## config.mk

```make
export PLATFORM = sky130hd
export DESIGN_NAME = column_mux_flat
export DESIGN_NICKNAME = d
export VERILOG_FILES = /design/src/rtl/column_mux_pkg.sv /design/src/rtl/column_mux_if.sv /design/src/rtl/column_mux_watchdog.sv /design/src/rtl/column_mux.sv /design/src/flat_wrapper.sv
export SDC_FILE = /design/constraint.sdc
export NUM_CORES = 1
export LEC_CHECK = 0
export CAP_MARGIN = 20
export CORE_AREA = 8 8 69 71
export CTS_CLUSTER_DIAMETER = 80
export DETAILED_ROUTE_END_ITERATION = 12
export DIE_AREA = 0 0 77 79
export PLACE_DENSITY = 0.75
export SYNTH_ARGS = -nofsm -noshare
export SYNTH_HDL_FRONTEND = slang
export SYNTH_SLANG_ARGS = --single-unit
```

## constraint.sdc

```tcl
create_clock -name clk -period 2 [get_ports clk]
set_input_delay 0.4 -clock clk [delete_from_list [all_inputs] [get_ports clk]]
set_output_delay 0.4 -clock clk [all_outputs]
set_load 0.03 [all_outputs]
```

## src/rtl/column_mux_pkg.sv

```systemverilog
// Shared types, default constants and the row-pattern helper for the LED-matrix row multiplexer.
package column_mux_pkg;

    typedef enum logic [1:0] {
        ST_IDLE  = 2'd0,
        ST_DEAD  = 2'd1,
        ST_ON    = 2'd2,
        ST_FAULT = 2'd3
    } state_t;

    localparam int DEF_NB_MUX         = 8;
    localparam int DEF_DEAD_CYCLES    = 4;
    localparam int DEF_TIMEOUT_CYCLES = 4096;
    localparam int MAX_MUX            = 64;

    // Bits at or above nb are zero; callers cast the result down to their row count.
    function automatic logic [MAX_MUX-1:0] row_onehot(input int unsigned idx, input logic on,
                                                      input int unsigned nb, input logic active_low);
        logic [MAX_MUX-1:0] v;
        v = '0;
        for (int unsigned i = 0; i < MAX_MUX; i++) begin
            if (i < nb) begin
                v[i] = (on && (i == idx)) ^ active_low;
            end else begin
                v[i] = 1'b0;
            end
        end
        return v;
    endfunction

endpackage

```

## src/rtl/column_mux_if.sv

```systemverilog
// Row-multiplexer bus: controller-side strobes in, row switch drive and status out.
interface column_mux_if #(parameter int NB_MUX = 8);
    localparam int IDX_W = $clog2(NB_MUX);

    logic              column_ready;
    logic              position_sync;
    logic              display_en;
    logic [NB_MUX-1:0] mux_out;
    logic [IDX_W-1:0]  mux_index;
    logic              blanked;
    logic              watchdog_fault;

    modport master (
        output column_ready, position_sync, display_en,
        input  mux_out, mux_index, blanked, watchdog_fault
    );

    modport slave (
        input  column_ready, position_sync, display_en,
        output mux_out, mux_index, blanked, watchdog_fault
    );
endinterface

```

## src/rtl/column_mux_watchdog.sv

```systemverilog
// Enabled cycle counter for the ON state; raises timeout while the last allowed cycle is running.
module mux_watchdog #(
    parameter int TIMEOUT_CYCLES = 4096
) (
    input  logic clk,
    input  logic nrst,
    input  logic clk_enable,
    input  logic clear,
    input  logic run,
    output logic timeout
);
    localparam int CW = $clog2(TIMEOUT_CYCLES) + 1;

    logic [CW-1:0] cnt_r;

    // Counter register: clear wins over run, nothing moves without clk_enable.
    always_ff @(posedge clk) begin
        if (!nrst) begin
            cnt_r <= '0;
        end else if (clk_enable) begin
            if (clear) begin
                cnt_r <= '0;
            end else if (run) begin
                cnt_r <= cnt_r + 1'b1;
            end else begin
                cnt_r <= cnt_r;
            end
        end else begin
            cnt_r <= cnt_r;
        end
    end

    assign timeout = run && (cnt_r == CW'(TIMEOUT_CYCLES - 1));
endmodule

```

## src/rtl/column_mux.sv

```systemverilog
// LED-matrix row multiplexer: dead-time between rows, slice realignment and a stall watchdog.
module column_mux
    import column_mux_pkg::*;
#(
    parameter int NB_MUX         = DEF_NB_MUX,
    parameter int DEAD_CYCLES    = DEF_DEAD_CYCLES,
    parameter int TIMEOUT_CYCLES = DEF_TIMEOUT_CYCLES,
    parameter int MUX_ACTIVE_LOW = 1
) (
    input  logic         clk,
    input  logic         nrst,
    input  logic         clk_enable,
    column_mux_if.slave  bus
);
    localparam int   IW  = $clog2(NB_MUX);
    localparam int   DW  = $clog2(DEAD_CYCLES) + 1;
    localparam logic ALO = (MUX_ACTIVE_LOW != 0);

    state_t            state_r, state_next_s;
    logic [IW-1:0]     next_idx_r, next_idx_next_s;
    logic [IW-1:0]     pending_r, pending_next_s, target_s;
    logic [DW-1:0]     dead_cnt_r, dead_next_s;
    logic [NB_MUX-1:0] mux_out_r, mux_next_s;
    logic [IW-1:0]     mux_index_r, idx_next_s;
    logic              blanked_r, fault_r;
    logic              timeout_s;

    mux_watchdog #(.TIMEOUT_CYCLES(TIMEOUT_CYCLES)) u_wd (
        .clk        (clk),
        .nrst       (nrst),
        .clk_enable (clk_enable),
        .clear      (state_r != ST_ON),
        .run        (state_r == ST_ON),
        .timeout    (timeout_s)
    );

    // State register.
    always_ff @(posedge clk) begin
        if (!nrst) begin
            state_r <= ST_IDLE;
        end else if (clk_enable) begin
            state_r <= state_next_s;
        end else begin
            state_r <= state_r;
        end
    end

    // Next-state: display_en dominates, then a row-select event, then dead-time/watchdog expiry.
    always_comb begin
        state_next_s    = state_r;
        pending_next_s  = pending_r;
        next_idx_next_s = next_idx_r;
        dead_next_s     = dead_cnt_r;
        if (bus.position_sync) begin
            target_s = '0;
        end else begin
            target_s = next_idx_r;
        end
        if (!bus.display_en) begin
            state_next_s    = ST_IDLE;
            next_idx_next_s = '0;
            dead_next_s     = '0;
        end else if (bus.column_ready) begin
            state_next_s   = ST_DEAD;
            dead_next_s    = '0;
            pending_next_s = target_s;
            if (bus.position_sync) begin
                next_idx_next_s = IW'(1);
            end else begin
                next_idx_next_s = next_idx_r + 1'b1;
            end
        end else begin
            if (bus.position_sync) begin
                next_idx_next_s = '0;
            end else begin
                next_idx_next_s = next_idx_r;
            end
            case (state_r)
                ST_DEAD: begin
                    if (dead_cnt_r == DW'(DEAD_CYCLES - 1)) begin
                        state_next_s = ST_ON;
                        dead_next_s  = '0;
                    end else begin
                        dead_next_s = dead_cnt_r + 1'b1;
                    end
                end
                ST_ON: begin
                    if (timeout_s) begin
                        state_next_s = ST_FAULT;
                    end else begin
                        state_next_s = ST_ON;
                    end
                end
                default: state_next_s = state_r;
            endcase
        end
    end

    // Output pattern follows the next state so the row switches stay registered.
    always_comb begin
        mux_next_s = NB_MUX'(row_onehot(32'd0, 1'b0, NB_MUX, ALO));
        idx_next_s = mux_index_r;
        if (state_next_s == ST_ON) begin
            if (state_r == ST_ON) begin
                mux_next_s = mux_out_r;
            end else begin
                mux_next_s = NB_MUX'(row_onehot(32'(pending_r), 1'b1, NB_MUX, ALO));
                idx_next_s = pending_r;
            end
        end else begin
            idx_next_s = mux_index_r;
        end
    end

    // Datapath and output registers.
    always_ff @(posedge clk) begin
        if (!nrst) begin
            next_idx_r  <= '0;
            pending_r   <= '0;
            dead_cnt_r  <= '0;
            mux_out_r   <= NB_MUX'(row_onehot(32'd0, 1'b0, NB_MUX, ALO));
            mux_index_r <= '0;
            blanked_r   <= 1'b1;
            fault_r     <= 1'b0;
        end else if (clk_enable) begin
            next_idx_r  <= next_idx_next_s;
            pending_r   <= pending_next_s;
            dead_cnt_r  <= dead_next_s;
            mux_out_r   <= mux_next_s;
            mux_index_r <= idx_next_s;
            blanked_r   <= (state_next_s != ST_ON);
            fault_r     <= (state_next_s == ST_FAULT);
        end else begin
            next_idx_r  <= next_idx_r;
            pending_r   <= pending_r;
            dead_cnt_r  <= dead_cnt_r;
            mux_out_r   <= mux_out_r;
            mux_index_r <= mux_index_r;
            blanked_r   <= blanked_r;
            fault_r     <= fault_r;
        end
    end

    assign bus.mux_out        = mux_out_r;
    assign bus.mux_index      = mux_index_r;
    assign bus.blanked        = blanked_r;
    assign bus.watchdog_fault = fault_r;
endmodule

```

## src/flat_wrapper.sv

```systemverilog
// flat-port wrapper written by rule: the top's interface ports become plain ports
module column_mux_flat import column_mux_pkg::*;
#(
    parameter int NB_MUX         = DEF_NB_MUX,
    parameter int DEAD_CYCLES    = DEF_DEAD_CYCLES,
    parameter int TIMEOUT_CYCLES = DEF_TIMEOUT_CYCLES,
    parameter int MUX_ACTIVE_LOW = 1
)
  (clk, nrst, clk_enable, bus_column_ready, bus_position_sync, bus_display_en, bus_mux_out, bus_mux_index, bus_blanked, bus_watchdog_fault);
  column_mux_if #(.NB_MUX(NB_MUX)) bus_i ();
  input  logic clk;
  input  logic nrst;
  input  logic clk_enable;
  input wire logic [$bits(bus_i.column_ready)-1:0] bus_column_ready;
  input wire logic [$bits(bus_i.position_sync)-1:0] bus_position_sync;
  input wire logic [$bits(bus_i.display_en)-1:0] bus_display_en;
  output wire logic [$bits(bus_i.mux_out)-1:0] bus_mux_out;
  output wire logic [$bits(bus_i.mux_index)-1:0] bus_mux_index;
  output wire logic [$bits(bus_i.blanked)-1:0] bus_blanked;
  output wire logic [$bits(bus_i.watchdog_fault)-1:0] bus_watchdog_fault;
  assign bus_i.column_ready = bus_column_ready;
  assign bus_i.position_sync = bus_position_sync;
  assign bus_i.display_en = bus_display_en;
  assign bus_mux_out = bus_i.mux_out;
  assign bus_mux_index = bus_i.mux_index;
  assign bus_blanked = bus_i.blanked;
  assign bus_watchdog_fault = bus_i.watchdog_fault;
  column_mux #(.NB_MUX(NB_MUX), .DEAD_CYCLES(DEAD_CYCLES), .TIMEOUT_CYCLES(TIMEOUT_CYCLES), .MUX_ACTIVE_LOW(MUX_ACTIVE_LOW)) u_core (.clk(clk), .nrst(nrst), .clk_enable(clk_enable), .bus(bus_i));
endmodule
```

Word level (Yosys, flattened, before mapping):

Cells that the tools add are included.

* RAM bits: 0
* memories: 0
* latch bits: 0
* input bits: 6
* output and inout bits: 13
* flip-flop bits (word level): 37
* memory bits (read-only): 0
* logic and storage cells: 63

* reduce and logical (&&, ||, !) cells: 8
* multipliers: 0
* shift-type cells: 0
* muxes and demuxes: 17
* bitwise gates (word level): 9
* $add $sub $neg: 3
* equal/unequal tests: 17
* order comparisons: 0
* div/mod/pow operators: 0

Operators by type and width (count)
* two-way mux 13 bit: 2
* two-way mux 3 bit: 8
* two-way mux 8 bit: 2
* adder 13 x 1 -> 13 bit, second input constant: 1
* == test 13 x 12 -> 1 bit, second input constant: 1
* == test 3 bit, first input constant: 4
* NOT 1 bit: 9
* adder 3 x 1 -> 3 bit, second input constant: 2
* == test 2 bit, second input constant: 3
* == test 2 x 3 -> 1 bit, first input constant: 2
* two-way mux 2 bit: 3
* inequality test 2 bit, second input constant: 3
* AND reduction 2 bit: 3
* AND reduction 3 bit: 2
* case mux 2 bit (2 select lines): 1
* == test 1 x 3 -> 1 bit, first input constant: 1
* == test 3 x 2 -> 1 bit, second input constant: 1
* zero test 3 bit: 1
* inequality test 3 x 2 -> 1 bit, second input constant: 1
* == test 2 x 1 -> 1 bit, second input constant: 1
* nonzero test 2 bit: 1
* logical AND 1 bit: 1
* two-way mux 1 bit: 1

Logic depth before layout (Yosys ltp):

Gate-level depths: netlist of run 1.

* depth in word-level cells: 9
* depth in mapped cells: 7

Modules after synthesis:

From an unflattened synthesis of run 1, not the netlist that was laid out.

* cells, all modules: 208
* area, all modules: 1948.1 um^2

Modules (own cells, without submodules)
* column_mux: area each 1238.7 um^2, times used 1, cells an instance 127
* mux_watchdog: area each 709.4 um^2, times used 1, cells an instance 81

Least setup slack after synthesis of run 1:

OpenSTA, ideal clock, no wires.

* path kind: register to register
* from: reg u_core.state_r[0]
* to: reg u_core.mux_index_r[0] (netlist: u_core.bus.mux_index[0])
* arrival time: 1711 ps
* slack: 163 ps
* stages on the path, launching flop included: 8
* path through: dfxtp_1 inv_1 ha_1 or3b_1 nor4_4 or2_4 nor4_4 o21bai_1

* word-level cells in the longest chain between the ends: 8
* elaborated cells on any way between the ends: 11
* classes of those cells: 3 x eq/ne; 5 x mux; 1 x bitwise; 2 x reduce/logical

Ends and longest elaborated chain
* from (decl): RTL line column_mux.sv:19 `state_t state_r, state_next_s;`
* from (signal assigned): RTL line column_mux.sv:42 `state_r <= state_next_s;`
* from (signal assigned): RTL line column_mux.sv:44 `state_r <= state_r;`
* == test 2 bit: RTL line column_mux.sv:33, column_mux.sv:78, column_mux.sv:104
* logical AND 1 bit: RTL line column_mux_watchdog.sv:33 `assign timeout = run && (cnt_r == CW'(TIMEOUT_CYCLES - 1));`
* two-way mux 1 bit: RTL line column_mux.sv:88 `if (timeout_s) begin`
* case mux 2 bit (2 select lines): RTL line column_mux.sv:78 `case (state_r)`
* two-way mux 2 bit: RTL line column_mux.sv:63 `end else if (bus.column_ready) begin`
* two-way mux 2 bit: RTL line column_mux.sv:59 `if (!bus.display_en) begin`
* == test 2 bit: RTL line column_mux.sv:103 `if (state_next_s == ST_ON) begin`
* AND reduction 3 bit (no source line) (*)
* to (signal assigned): RTL line column_mux.sv:130 `mux_index_r <= idx_next_s;`
* to (signal assigned): RTL line column_mux.sv:138 `mux_index_r <= mux_index_r;`
* to (decl): RTL line column_mux.sv:24 `logic [IW-1:0] mux_index_r, idx_next_s;`

Every way passes the cells marked *; elsewhere a longest branch is shown, timed or not.
A chain may end at the register's enable or synchronous reset.

Worst setup path in the final report of run 1:

* from: reg u_core.state_r[0]
* to: reg u_core.mux_out_r[6] (netlist: u_core.bus.mux_out[6])

* word-level cells in the longest chain between the ends: 9
* elaborated cells on any way between the ends: 12
* classes of those cells: 4 x eq/ne; 6 x mux; 2 x reduce/logical

Ends and longest elaborated chain
* == test 2 bit: RTL line column_mux.sv:33, column_mux.sv:78, column_mux.sv:104
* logical AND 1 bit: RTL line column_mux_watchdog.sv:33
* two-way mux 1 bit: RTL line column_mux.sv:88
* case mux 2 bit (2 select lines): RTL line column_mux.sv:78
* two-way mux 2 bit: RTL line column_mux.sv:63
* two-way mux 2 bit: RTL line column_mux.sv:59
* == test 2 bit: RTL line column_mux.sv:103
* inequality test 2 bit (no source line)
* AND reduction 2 bit (no source line)
* to (signal assigned): RTL line column_mux.sv:121 `mux_out_r <= NB_MUX'(row_onehot(32'd0, 1'b0, NB_MUX, ALO));`
* to (signal assigned): RTL line column_mux.sv:129 `mux_out_r <= mux_next_s;`
* to (signal assigned): RTL line column_mux.sv:137 `mux_out_r <= mux_out_r;`
* to (decl): RTL line column_mux.sv:23 `logic [NB_MUX-1:0] mux_out_r, mux_next_s;`

Parallel ways exist; a longest one is shown, timed or not.

==> impl_metrics.toml, run 1 <==
[floorplanning]
core-area_mm2 = 0.00380
ios = 19
rows = 23
dieHeight_um = 79
dieArea_mm2 = 0.00608
start_util_pct = 45.1
die_x_um = 77

[hold_path]
hold_path.startpoint = "u_core.bus.mux_index[0]$_SDFFE_PN0P_"
worstHoldPathCells = 2
min_to = "u_core.bus.mux_index[0]$_SDFFE_PN0P_"
hold_path.class = "flip-flop to flip-flop"

[routing]
top_layer = "met4"
met3_length_um = 171
num_vias = 1423
drt_iter0_drc = 72
routedWlPerCell_um = 13.6
wl_met2_um = 1730
vias_per_cell = 5.33
post-route-drc-count = 0
dr.pass1.iters = 4
ant_nets = 0
drt-met1-wl_um = 1690
drt-total-wl_um = 3640

[power_and_ir_drop]
ir_worst_vdd_v = 0.000494
total_power_w = 0.00150
leakagePower_nw = 0.785
p_per_area_mw_per_mm2 = 677

[sta]
setup_viol = 0
tns_ns = 0
worst_slew_pin_slew_ns = 0.445
slew_headroom_pct = 70.1
fin_skew_ns = 0.00998
period_minus_slack_ns = 1.97
fmax_mhz = 509
worst_slack_ns = 0.0340
rsz0062_at_grt = "yes"
fin_crit_sh_pct = 98.3
slew_viol_final = 0
hold_viol_final = 0

[critical_path]
crit_arrival_ns = 2.19
rrSetupSlack_ns = 0.03
cp.required_ns = 2.23
critPathLaunchType = "flip-flop"
cp-startpoint = "u_core.state_r[0]$_SDFFE_PN0P_"
r2r_end = "u_core.bus.mux_out[6]$_SDFFE_PN1P_"
critPathMaxFanout = 8
endpoint_kind = "flip-flop"
crit_type = "flip-flop to flip-flop"
timing.rr.start = "u_core.state_r[0]$_SDFFE_PN0P_"
reg2reg_depth = 8

[outcome]
status = "finished clean"

[grt]
gr-usage-all-layers_pct = 11.8
grt_antenna_before_repair = 0
grt_pass1_wl_um = 5920
grt_pass1_vias = 1301
overflow = 0
grt_max_degree = 20

[cells_and_area]
nNetsFinal = 227
layout_common_cells = "dfxtp_1 (35), nand2_1 (20), clkdlybuf4s50_1 (18), nor2_1 (16), nand3_1 (11)"
syn_to_final_growth_pct = 29.6
drive_above_1_share_pct = 19.8
postLayoutCellArea_mm2 = 0.00222
final_common_cell = "dfxtp_1"
num-fill-cells = 343
antenna_cells = 0

[clock_network]
htreeDepth = 2
cts_inserted_buffers = 5
cts_tree = "yes"
clk_pin_slew_ns = 0.08
cts_root_buf = "clkbuf_8"
insertion_delay_ns = 0.30
cts_buffer_depth = 2
cts_hold_buf = 0
cts_num_sinks = 37

[synthesis]
yosys.area.top_type = "dfxtp_1"
avgSynthCellArea_um2 = 9.17
synth_cell_types = 46
synth_top_area_share_pct = 43.2
yosys_most_used_dff = "dfxtp_1"
synth_seq_area_share_pct = 43.2
syn_inst = 187
synth_area_leaders = "dfxtp_1 (43%), nand2_1 (4.6%), a2bb2oi_1 (4.1%), ha_1 (3.6%), xor2_1 (3.6%)"
yosysWarningCount = 0
synth_fp_nets = 198
async_flop_share_pct = 0
syn-cell-area_mm2 = 0.00171
yosys_register_bits = 37
synth-edff-count = 0

[place]
gp_congestion = 0.748
postPlaceCellArea_mm2 = 0.00201
dp_hpwl_um = 2570
post-place-ws_ns = -0.0247
numPortBuffers = 18

[job]
max_cap_viol_count = 0
stage by stage:
stage               instances  hold slack, ns  util (%)
CTS                       267           0.459      55.9
global placement          259           0.431      52.8
floorplan                 187           0.426         -
finish                    267           0.462      58.5
detailed placement        259           0.448      52.8
global route              267           0.468      58.5
power by group:
part           leakage, nW  internal (W)  switching, W
logic                0.431     0.0000459     0.0000566
registers            0.300      0.000740    0.00000297
clock network       0.0543      0.000373      0.000286
state kept, by name, indices dropped and copies added, names as in the netlist:
name                       count
u_core.state_r                 2
u_core.pending_r               3
u_core.next_idx_r              3
u_core.u_wd.cnt_r             13
u_core.bus.mux_out             8
u_core.bus.mux_index           3
u_core.bus.blanked             1
u_core.dead_cnt_r              3
u_core.bus.watchdog_fault      1
how the worst max path moves through the flow:
stage / to / slack, ns / depth (start not counted)
6_report: u_core.bus.mux_out[6]$_SDFFE_PN1P_ / 0.03 / 8
5_1_grt: u_core.bus.mux_out[7]$_SDFFE_PN1P_ / -0.06 / 8
4_1_cts: u_core.bus.mux_out[6]$_SDFFE_PN1P_ / 0.02 / 8
3_5_place_dp: u_core.bus.mux_out[7]$_SDFFE_PN1P_ / -0.02 / 6
3_3_place_gp: u_core.bus.mux_out[3]$_SDFFE_PN1P_ / 0.02 / 6
2_1_floorplan: u_core.bus.mux_index[0]$_SDFFE_PN0P_ / 0.16 / 7
kinds of logic after synthesis:
family,after synthesis,synth area share [%]
and+or+nand+nor,87,29.3
AOI/OAI and AO/OA,37,15.3
DFF,37,43.2
xor gates and xnor gates,9,4.60
buffers and inverters,9,2.12
adders and majority gates,5,3.65
muxes,3,1.75
critical path: stages, from the launching register on:
cell and delay (ns):
dfxtp_2 0.35, inv_2 0.05, ha_4 0.22, or3b_4 0.41
nor4_4 0.31, nor4bb_4 0.10, o21ai_4 0.18, buf_12 0.15
a2bb2oi_2 0.12
cell usage after synthesis, drive strengths merged, types with 4 or more instances:
| master | n |
|---|---|
| dfxtp | 37 |
| nand2 | 21 |
| nor2 | 17 |
| nand3 | 11 |
| o21ai | 10 |
| a21oi | 9 |
| a2bb2oi | 8 |
| nor2b | 8 |
| xor2 | 7 |
| nand4 | 6 |
| ha | 5 |
| nand2b | 5 |
| nor4 | 4 |
timing repair:
action,in CTS,in global routing
gates resized for setup,0,16
setup endpoints to repair,0,12
buffers inserted,0,1
per-layer routing:
metal  global-route usage (%)  vias to the layer above
li1                         -                      714
met1                     13.9                      675
met2                     18.8                       28
met3                     4.74                        6
met4                     4.91                        0
met5                        0                        -
layout make-up:
class	instances	area [um2]	area share, %
clock buffers	5	68.8	3.10
clock inverters	3	46.3	2.08
inverters	3	11.3	0.507
multi-input cells	141	1020	46.0
flip-flops and latches	37	743	33.4
well taps	50	62.6	2.82
repair buffers	28	268	12.0
No activity file was read; power rests on OpenSTA's default activity.
==> run 2, diff against run 1 <==
--- a/config.mk
+++ b/config.mk
@@ -5,12 +5,13 @@
 export SDC_FILE = /design/constraint.sdc
 export NUM_CORES = 1
 export LEC_CHECK = 0
-export CAP_MARGIN = 20
+export CAP_MARGIN = 15
 export CORE_AREA = 8 8 69 71
 export CTS_CLUSTER_DIAMETER = 80
 export DETAILED_ROUTE_END_ITERATION = 12
 export DIE_AREA = 0 0 77 79
 export PLACE_DENSITY = 0.75
+export SLEW_MARGIN = 15
 export SYNTH_ARGS = -nofsm -noshare
 export SYNTH_HDL_FRONTEND = slang
 export SYNTH_SLANG_ARGS = --single-unit
==> results of run 2 <==
No change in the layout: final DEF, timing and power equal those of run 1.
